$ cat src/rtl/dmem_arbiter.sv
// Two-port single-word arbiter for the shared data memory: port 0 (MEM stage) has
// default priority; port 1 (loader) is boosted after MAX_WAIT consecutive losses.
module dmem_arbiter #(
  parameter int ADDR_W   = 32,
  parameter int DATA_W   = 32,
  parameter int MAX_WAIT = 4
) (
  input  logic              clk,
  input  logic              reset,
  input  logic              p0_req,
  input  logic              p0_we,
  input  logic [ADDR_W-1:0] p0_addr,
  input  logic [DATA_W-1:0] p0_wdata,
  output logic              p0_gnt,
  output logic              p0_rvalid,
  output logic [DATA_W-1:0] p0_rdata,
  input  logic              p1_req,
  input  logic              p1_we,
  input  logic [ADDR_W-1:0] p1_addr,
  input  logic [DATA_W-1:0] p1_wdata,
  output logic              p1_gnt,
  output logic              p1_rvalid,
  output logic [DATA_W-1:0] p1_rdata,
  output logic [ADDR_W-1:0] mem_addr,
  output logic [DATA_W-1:0] mem_wdata,
  output logic              mem_read,
  output logic              mem_write,
  input  logic [DATA_W-1:0] mem_rdata
);

  typedef enum logic {P0_PRI, P1_BOOST} arb_state_t;

  localparam logic [3:0] MAX_WAIT_C = 4'(MAX_WAIT);

  logic [3:0] r_wait_cnt;
  logic [3:0] w_wait_cnt_next;
  logic       r_rd_own0;
  logic       r_rd_own1;
  arb_state_t w_state;
  logic       w_gnt0;
  logic       w_gnt1;

  // Grants are gated by reset so nothing reaches the memory while it is held low.
  always_comb begin
    w_state = (r_wait_cnt == MAX_WAIT_C) ? P1_BOOST : P0_PRI;
    w_gnt1  = reset & p1_req & (~p0_req | (w_state == P1_BOOST));
    w_gnt0  = reset & p0_req & ~w_gnt1;

    w_wait_cnt_next = r_wait_cnt;
    if (!p1_req || w_gnt1) begin
      w_wait_cnt_next = 4'd0;
    end else if (r_wait_cnt < MAX_WAIT_C) begin
      w_wait_cnt_next = r_wait_cnt + 4'd1;
    end
  end

  always_comb begin
    mem_addr  = '0;
    mem_wdata = '0;
    mem_read  = 1'b0;
    mem_write = 1'b0;
    if (w_gnt0) begin
      mem_addr  = p0_addr;
      mem_wdata = p0_wdata;
      mem_write = p0_we;
      mem_read  = ~p0_we;
    end else if (w_gnt1) begin
      mem_addr  = p1_addr;
      mem_wdata = p1_wdata;
      mem_write = p1_we;
      mem_read  = ~p1_we;
    end
  end

  always_ff @(posedge clk or negedge reset) begin
    if (!reset) begin
      r_wait_cnt <= 4'd0;
      r_rd_own0  <= 1'b0;
      r_rd_own1  <= 1'b0;
    end else begin
      r_wait_cnt <= w_wait_cnt_next;
      r_rd_own0  <= w_gnt0 & ~p0_we;
      r_rd_own1  <= w_gnt1 & ~p1_we;
    end
  end

  // Memory read data is registered downstream, so ownership flags line it up.
  assign p0_gnt    = w_gnt0;
  assign p1_gnt    = w_gnt1;
  assign p0_rvalid = r_rd_own0;
  assign p1_rvalid = r_rd_own1;
  assign p0_rdata  = r_rd_own0 ? mem_rdata : '0;
  assign p1_rdata  = r_rd_own1 ? mem_rdata : '0;

endmodule

$ cat config.mk
export PLATFORM = sky130hd
export DESIGN_NAME = dmem_arbiter
export DESIGN_NICKNAME = d
export VERILOG_FILES = /design/src/rtl/dmem_arbiter.sv
export SDC_FILE = /design/constraint.sdc
export NUM_CORES = 1
export LEC_CHECK = 0
export ABC_AREA = 1
export ABC_CLOCK_PERIOD_IN_PS = 3400
export BUFFER_PORTS_ARGS = -buffer_cell sky130_fd_sc_hd__buf_2
export CORE_AREA = 2 2 116 118
export DETAILED_ROUTE_END_ITERATION = 8
export DIE_AREA = 0 0 118 120
export MAX_ROUTING_LAYER = met4
export PLACE_DENSITY = 0.55
export SLEW_MARGIN = 25
export SYNTH_ARGS = -nofsm -noshare
export SYNTH_HDL_FRONTEND = slang
export SYNTH_SLANG_ARGS = --single-unit
$ cat constraint.sdc
create_clock -name clk -period 3.4 [get_ports clk]
set_input_delay 0.51 -clock clk [delete_from_list [all_inputs] [get_ports clk]]
set_output_delay 0.51 -clock clk [all_outputs]
set_load 0.05 [all_outputs]
==> reports/results.txt, run 1 <==
After clock tree synthesis, the clock-pin slew on the worst setup and hold paths is 0.03 ns. For the pin with the worst max-slew slack, the measured transition is 0.7208 ns. Of all nets on the critical path, the largest fanout is 61.

The number of global-route vias before repair came out at 2765. For the worst-skew pair, the clock arrives at the later sink with an insertion delay of 0.23 ns. Power density over cell area: 231.2 nW/µm². The residual DRC count was 0; the number of fillers in the final layout was 1498. The logs give 300 for the number of primary I/O pins and 0.7732 for the final weighted congestion of routability-driven global placement. The count of instances resized after the clock tree is built is 0, and the aggregate global-route resource usage is 11.36%. The count of buffers added on input and output ports is 299. The overall via count from detail_route was 3210; the antenna violation net count after detailed routing was 0. Portion of synthesized cell area occupied by the leading cell type: 43.35%. Measured in cells, the most critical reg-to-reg path has a length of 7. The setup TNS is 0 ns. The tree is rooted in a sky130_fd_sc_hd__clkbuf_16.

Setup repair after global routing left no endpoint under its margin. Setup violations remaining at the end of the flow were counted as 0. In the final layout, flip-flops and latches occupy 151.4 µm².

0 antenna diodes ended up in the layout. Subtracting the final worst setup slack from the clock period gives 2.617 ns. The share of cells above drive strength 1 was 47.25%. Across all register-to-register paths, the minimum setup slack is 1.74 ns. For the relative slew slack, the log shows 51.95%. Using the TritonRoute via totals, the vias-per-cell ratio works out to 3.781. The effective utilization at floorplan came out at 13.48%.

The run gives 2.11 ns as the arrival time of data at the critical path endpoint. Sorting the synthesized cells by area gives the leading types as sky130_fd_sc_hd__nand2_1 43%, sky130_fd_sc_hd__nand3_1 19%, sky130_fd_sc_hd__inv_1 16%, sky130_fd_sc_hd__dfrtp_1 8.6%, sky130_fd_sc_hd__buf_4 3.0%. The die is 120 µm tall. The core region is 12980 µm².

The number of clock sinks came out at 6. The die covers 14160 µm². The number of H-tree branching levels was 1.

The kind of critical path was reg -> out. For the final database, setup skew stands at 0.002555 ns. Before antenna repair, the detailed router went through 4 iterations. VDD sags by at most 118.6 µV.

The initial detailed-routing violation count came out at 98. For the number of hold buffers added after cts, the log shows 0. From left edge to right edge, the die measures 118 µm.

The power after layout came out at 810.4 µW. The logs give 16 for the count of different cell masters after synthesis and 0 for the number of buffers added for setup after CTS. For this run, the register share of the synthesized area comes to 8.584%. Detailed placement ended at an HPWL of 7201 µm. Summed over all instances, the cell type with the most area after synthesis is sky130_fd_sc_hd__nand2_1. For the leakage component of the power, the log shows 0.002849 µW. STA classifies the critical path endpoint as an output port.

TritonCTS built the clock tree. The tools report the initial antenna violation count as 0. Each instance of the synthesized netlist takes up on average 4.508 µm². The logs give 2.89 ns for the endpoint required time on the critical path and 0 for the number of warning messages in the yosys log. No sink is reached through more buffers than the 2 on the longest clock path. Clock tree synthesis inserted a total of 3 buffers. After detailed routing, the total wire length is 8682 µm.

The count of final hold-check violations was 0. The total count of max-transition violations in the final report came out at 0. For this run, the top clock speed supported by timing is 382.1 MHz. Across the run, the number of max-cap violations was 0. The path class of the tightest hold or removal check is in -> async.

Entering global routing, the biggest net connects 62 pins. Global routing finished with a remaining overflow of 0. The tools report the net count of the mapped netlist as 556. Synthesis produced 388 cells. After floorplanning, the core was divided into 42 placement rows.

The first global-routing pass estimated 13140 µm of wire. The worst setup path is launched from a flip-flop. The multi-input combinational cells in the finished layout cover a total of 1184 µm². The synthesized cell area is 1749 µm², and the net total in the final layout is 843. The final cycle utilization of the critical path was 76.98%. Relative to the synthesized area, the layout overhead comes to 100.4%.

Synthesis inferred 6 register bits. The flow ran to the end, and the final reports show no timing, DRC or antenna violations. Dividing the detail-routed wire length by the instance count gives 10.23 µm.
==> power by group <==
part | internal (µW) | switching, µW
Combinational | 157 | 379
Sequential | 76.4 | 8.72
Clock | 151 | 39.2
==> metal layers <==
layer / vias to the layer above / wire length, µm / global-route usage [%]
met3: 6 / 706 / 2.234
li1: 1707 / - / -
met4: 0 / 38 / 1.732
met2: 169 / 4408 / 20.89
met5: - / 0 / -
met1: 1328 / 3528 / 13.02
==> critical path, stage by stage (launching register included) <==
cell	delay, ns
sky130_fd_sc_hd__dfrtp_1	0.37
sky130_fd_sc_hd__inv_1	0.09
sky130_fd_sc_hd__ha_1	0.17
sky130_fd_sc_hd__nand3_2	0.11
sky130_fd_sc_hd__a21oi_4	0.26
sky130_fd_sc_hd__buf_12	0.28
sky130_fd_sc_hd__nand2_1	0.17
sky130_fd_sc_hd__nand2_1	0.13
sky130_fd_sc_hd__buf_2	0.27
==> worst paths after layout <==
| kind | start | endpoint |
|---|---|---|
| max reg2reg | r_wait_cnt[0] | p1_rvalid |
| max | r_wait_cnt[0] | mem_read |
| min reg2reg | r_wait_cnt[3] | r_wait_cnt[3] |
| min | reset | r_wait_cnt[2] |
| min in group clk | r_wait_cnt[3] | r_wait_cnt[3] |
| max in group asynchronous | reset | p0_rvalid |
==> stage by stage <==
stage               worst slack, ns  hold WS [ns]  cells  util (%)  cell area (µm²)
floorplan                     1.242        0.2144    388         -             1749
global placement             0.8804        0.3550    846     26.41             3428
detailed placement           0.9018        0.3576    846     26.41             3428
CTS                          0.7604        0.1153    849     26.99             3503
global route                 0.6325        0.1185    849     27.00             3505
finish                       0.7828        0.1093    849     27.00             3505
==> state kept, by name, summed over array words and instances (netlist names) <==
signal and count:
p0_rvalid 1, r_wait_cnt 4, p1_rvalid 1
==> area by class of cell <==
cell class                      count  area share (%)
Inverter                           74           7.926
Timing Repair Buffer              309           45.56
Multi-Input combinational cell    281           33.77
Clock buffer                        3           2.142
Tap cell                          176           6.283
Sequential cell                     6           4.320
==> cell usage in the layout, fill, tap and decap left out <==
| cell type | n |
|---|---|
| sky130_fd_sc_hd__inv_1 | 72 |
| sky130_fd_sc_hd__dfrtp_2 | 1 |
| sky130_fd_sc_hd__buf_2 | 299 |
| sky130_fd_sc_hd__ha_1 | 2 |
| sky130_fd_sc_hd__xor2_1 | 1 |
| sky130_fd_sc_hd__nand3_2 | 1 |
| sky130_fd_sc_hd__clkbuf_16 | 3 |
| sky130_fd_sc_hd__inv_2 | 2 |
| sky130_fd_sc_hd__buf_4 | 8 |
| sky130_fd_sc_hd__buf_12 | 2 |
| sky130_fd_sc_hd__a21oi_4 | 1 |
| sky130_fd_sc_hd__a21oi_1 | 2 |
| sky130_fd_sc_hd__dfrtp_1 | 5 |
| sky130_fd_sc_hd__nand3_1 | 66 |
| sky130_fd_sc_hd__nor2_1 | 6 |
| sky130_fd_sc_hd__nand2_2 | 1 |
| sky130_fd_sc_hd__nand2_1 | 201 |
==> cell usage after synthesis <==
library cell	n
sky130_fd_sc_hd__buf_1	2
sky130_fd_sc_hd__inv_2	1
sky130_fd_sc_hd__nand3_2	1
sky130_fd_sc_hd__buf_4	7
sky130_fd_sc_hd__a21oi_1	2
sky130_fd_sc_hd__ha_1	2
sky130_fd_sc_hd__clkbuf_1	7
sky130_fd_sc_hd__a21oi_2	1
sky130_fd_sc_hd__buf_6	1
sky130_fd_sc_hd__inv_1	73
sky130_fd_sc_hd__dfrtp_1	6
sky130_fd_sc_hd__nor2_1	6
sky130_fd_sc_hd__nand2_1	202
sky130_fd_sc_hd__nand3_1	66
sky130_fd_sc_hd__buf_2	10
sky130_fd_sc_hd__xor2_1	1
==> kinds of logic after synthesis <==
group | share of synthesized area (%)
AND/OR/NAND/NOR | 64.09
AO/OA/AOI/OAI | 1.073
flip-flops | 8.583
adder cells (fa/ha/maj) | 1.430
buffers and inverters | 24.32
XOR/XNOR | 0.5008
Power figures use the tool's default switching activity.
==> run 2, diff against run 1 <==
==> config.mk (replaced) <==
export PLATFORM = sky130hd
export DESIGN_NAME = dmem_arbiter
export DESIGN_NICKNAME = d
export VERILOG_FILES = /design/src/rtl/dmem_arbiter.sv
export SDC_FILE = /design/constraint.sdc
export NUM_CORES = 1
export LEC_CHECK = 0
export ABC_AREA = 0
export ABC_CLOCK_PERIOD_IN_PS = 2200
export BUFFER_PORTS_ARGS = -buffer_cell sky130_fd_sc_hd__buf_2
export CORE_AREA = 2 2 117 119
export DETAILED_ROUTE_END_ITERATION = 8
export DIE_AREA = 0 0 119 121
export MAX_ROUTING_LAYER = met4
export PLACE_DENSITY = 0.53
export SLEW_MARGIN = 25
export SYNTH_ARGS = -nofsm -noshare
export SYNTH_HDL_FRONTEND = slang
export SYNTH_SLANG_ARGS = --single-unit
==> constraint.sdc (replaced) <==
create_clock -name clk -period 2.2 [get_ports clk]
set_input_delay 0.33 -clock clk [delete_from_list [all_inputs] [get_ports clk]]
set_output_delay 0.33 -clock clk [all_outputs]
set_load 0.05 [all_outputs]
==> run 2 against run 1 <==
Against the previous run: global-route usage fell by 0.18 points; clock skew about the same; hold slack improved by 0.30 ns; highest routed layer unchanged.
==> reports/results.txt, run 2 <==
The root buffer cell chosen for the clock tree is sky130_fd_sc_hd__clkbuf_16. Synthesized instance count: 180. The count of endpoints failing setup in the final report came out at 0.

The launch point of the critical path is r_wait_cnt[1]. From bottom edge to top edge, the die measures 121 µm. Input and output buffers added on the ports amount to 299. After layout, the worst path uses 99.78% of the clock period.

The area of the multi-input gates was 1145 µm². The maximum frequency from static timing analysis was 455.5 MHz. The first global-routing pass estimated 12520 µm of wire. The share of the Yosys chip area taken by registers is 10.36%. The average instance in the mapped netlist occupies 8.049 µm². Count of flip-flops with a built-in enable after synthesis: 0.

Sorting the synthesized cells by area gives the leading types as sky130_fd_sc_hd__a22o_1 40%, sky130_fd_sc_hd__and2_1 28%, sky130_fd_sc_hd__dfrtp_1 10%, sky130_fd_sc_hd__buf_6 7.8%, sky130_fd_sc_hd__ha_1 1.7%. The power density over cell area is 370.4 nW/µm². The highest cell delay on the worst timing path was 0.38 ns; the count of different cell masters after synthesis was 19. For the final wirelength, the log shows 9742 µm. The die covers 14400 µm². The synthesized design spends more area on one cell type than any other, namely sky130_fd_sc_hd__a22o_1. Yosys printed 0 warnings. The time the worst path needs with I/O delays and setup was 2.195 ns; the relative slew slack was 79.22%.

Compared with the post-synthesis result, the final layout area differs by 164.4%. The number of H-tree branching levels is 1. The kind of launch point of the worst setup path is a flip-flop.

The endpoint required time on the critical path came out at 1.87 ns. The effective utilization at floorplan is 11.07%. The number of stages on the worst setup path was 8.

The proportion of register bits with asynchronous set or reset after synthesis was 100.0%; the aggregate global-route resource usage was 11.19%. The synthesized cell area is 1449 µm². The most common library cell in the layout ignoring fill and taps was sky130_fd_sc_hd__buf_2. By count the netlist is led by 66 x sky130_fd_sc_hd__a22o_1, 66 x sky130_fd_sc_hd__and2_1, 10 x sky130_fd_sc_hd__buf_6. Setup repair after global routing could not meet its margin everywhere.

After synthesis, the largest area contributor takes up 39.90% of total cell area. Net total in the final layout: 651. The total overflow left after global routing is 0.

For the number of global-route vias before repair, the log shows 2561. Residual DRC count: 0. The completed layout was analyzed and its total power is 1419 µW. The congestion estimate from routability-driven global placement came to 0.7839.

The busiest layer in global routing was met2. Of all nets on the critical path, the largest fanout is 10. The worst hold path class was in -> reg. The total area inside the core boundary comes to 13090 µm². In this run, CTS created clock tree buffers numbering 3.

Worst supply voltage drop on vdd: 134.2 µV. For the combined flip-flop and latch cell area, the log shows 150.1 µm². The tree built by TritonCTS fans out to 6 sinks. In this run the count of I/O pins placed on the die edge is 300. The buffer levels on the longest clock path came out at 2.

The leakage component of the power was 0.002210 µW; the number of buffer and inverter stages on the critical path was 4. Counting flops and latches in the post-synthesis netlist gives 6. After detailed routing, the average wire length per cell comes to 14.78 µm. The tools report the reg-to-reg endpoint as p1_rvalid. The die is 119 µm wide. The tools report the number of fillers in the final layout as 1409.

The startpoint identified for the worst register-to-register timing path is r_wait_cnt[1]. The register with the highest flop count is r_wait_cnt. The run finished with clean final reports.

In the global route stage, met3 resource usage came out at 1.034%. The endpoint kind of the worst setup timing path was an output port. Between clock sinks in the finished design, the worst skew comes to 0.002817 ns. After clock tree synthesis, the clock-pin slew on the worst setup and hold paths is 0.03 ns. The post-route worst hold slack is 0.4124 ns. Global routing used 21.70% of the available met2 tracks. For the number of placement rows, the log shows 42. Global routing consumed, on the met1 layer, 12.21% of the routing resources.

The max capacitance violation total came out at 0. The tools report the worst-skew pair later-pin latency as 0.23 ns. For this run, the leading register cell type out of synthesis is sky130_fd_sc_hd__dfrtp_1. Once detailed placement completed, the half-perimeter wirelength came to 7188 µm.

TritonCTS built the clock tree. The iteration count of the initial detailed-routing pass is 4. Walking the worst path, the cells encountered are inv_1 -> ha_2 -> and3b_2 -> a21oi_4 -> buf_4 -> clkbuf_16 -> a22o_4 -> buf_6. The overall via count from detail_route is 2636, and the maximum number of pins on one net before global-route repair is 34.

Count of final hold-check violations: 0. The run gives 0.67 ns as the setup slack on the worst flop-to-flop path. The flip-flop count of the largest register, all copies and words added is 4.

STA puts the critical path data arrival time at 1.87 ns. The run gives 1 as the initial antenna violation count. The tools report the endpoint of the worst setup timing path as mem_wdata[20].

In the layout the commonest cells are 233 x sky130_fd_sc_hd__buf_2, 70 x sky130_fd_sc_hd__buf_6, 66 x sky130_fd_sc_hd__and2_1. For this block, the initial DRC count from the detailed router was 64. The tools report the total count of max-transition violations in the final report as 0.

The slowest stage cell on the critical path is sky130_fd_sc_hd__dfrtp_1. The net count of the mapped netlist is 348. The pin slew with the least headroom to its limit was 0.3139 ns. Using the TritonRoute via totals, the vias-per-cell ratio works out to 4.000. In the final layout, the share of cells above drive strength 1 is 68.40%.

Grouping stages by cell kind, the critical path spends the most delay in buffers and inverters. The setup path with the least slack is of type reg -> out. The worst reg2reg path depth was 6. In this run the remaining antenna-violating nets after routing total 0.
[run 2: worst min-delay path by stage]
stage	depth (start not counted)	endpoint	startpoint	slack, ns
final	3	r_wait_cnt[3]	p1_req	0.41
after global routing	3	r_wait_cnt[3]	p1_req	0.43
after CTS	3	r_wait_cnt[3]	p1_req	0.41
after detailed placement	1	r_wait_cnt[3]	reset	0.17
after global placement	1	r_wait_cnt[3]	reset	0.17
after floorplan	0	p0_rvalid	reset	0.03
[run 2: logic make-up (layout without fill, tap and decap cells)]
family / after synthesis / count (layout) / synth area share (%)
mux: 1 / 1 / 0.6909
compound gates: 69 / 69 / 41.54
buf+inv: 26 / 327 / 12.52
other cells: 0 / 2 / 0
simple gates: 75 / 75 / 32.56
flops: 6 / 6 / 10.36
xor+xnor: 1 / 1 / 0.6046
fa+ha+maj: 2 / 2 / 1.727
[run 2: layer usage]
| layer | wire length [µm] | share of wire, % |
|---|---|---|
| met2 | 5352 | 55 |
| met1 | 3674 | 38 |
| met5 | 0 | 0 |
| met4 | 27 | 0.28 |
| met3 | 687 | 7.1 |
[run 2: layout make-up]
| type | instances | area share [%] |
|---|---|---|
| Timing Repair Buffer | 319 | 57.87 |
| Multi-Input combinational cell | 148 | 29.88 |
| Tap cell | 176 | 5.748 |
| Sequential cell | 6 | 3.919 |
| Clock buffer | 3 | 1.960 |
| Inverter | 5 | 0.4899 |
| Antenna cell | 2 | 0.1306 |
[run 2: worst register-to-register path, delay by kind of cell (launching register included)]
kind / cells / cell delay, ns
AO/OA/AOI/OAI: 1 / 0.27
adder cells (fa/ha/maj): 1 / 0.15
buffers and inverters: 2 / 0.23
flip-flops: 1 / 0.36
AND/OR/NAND/NOR: 2 / 0.40
[run 2: through the flow]
stage               cells  utilization, %  setup WS [ns]   TNS [ns]  cell area [µm²]
finish                659           29.28       0.004795          0             3831
global route          658           29.26       -0.04808     -1.558             3829
CTS                   651           26.44      -0.009045  -0.009989             3460
detailed placement    641           23.79        0.06319          0             3113
global placement      641           23.79        0.01540          0             3113
floorplan             180               -        0.06065          0             1449
[run 2: timing repair]
action	4_1_cts	5_1_grt
hold buffers	1	0
pin swaps	2	18
endpoints found under the setup margin	66	66
hold endpoints to repair	6	0
setup buffers	5	1
gates cloned	1	5
gates resized for setup	73	68
[run 2: where the power goes]
part	internal [µW]	total [µW]	switching [µW]
Combinational	405	1010	601
Sequential	118	123	4.64
Clock	233	290	57.5
Total	756	1420	663
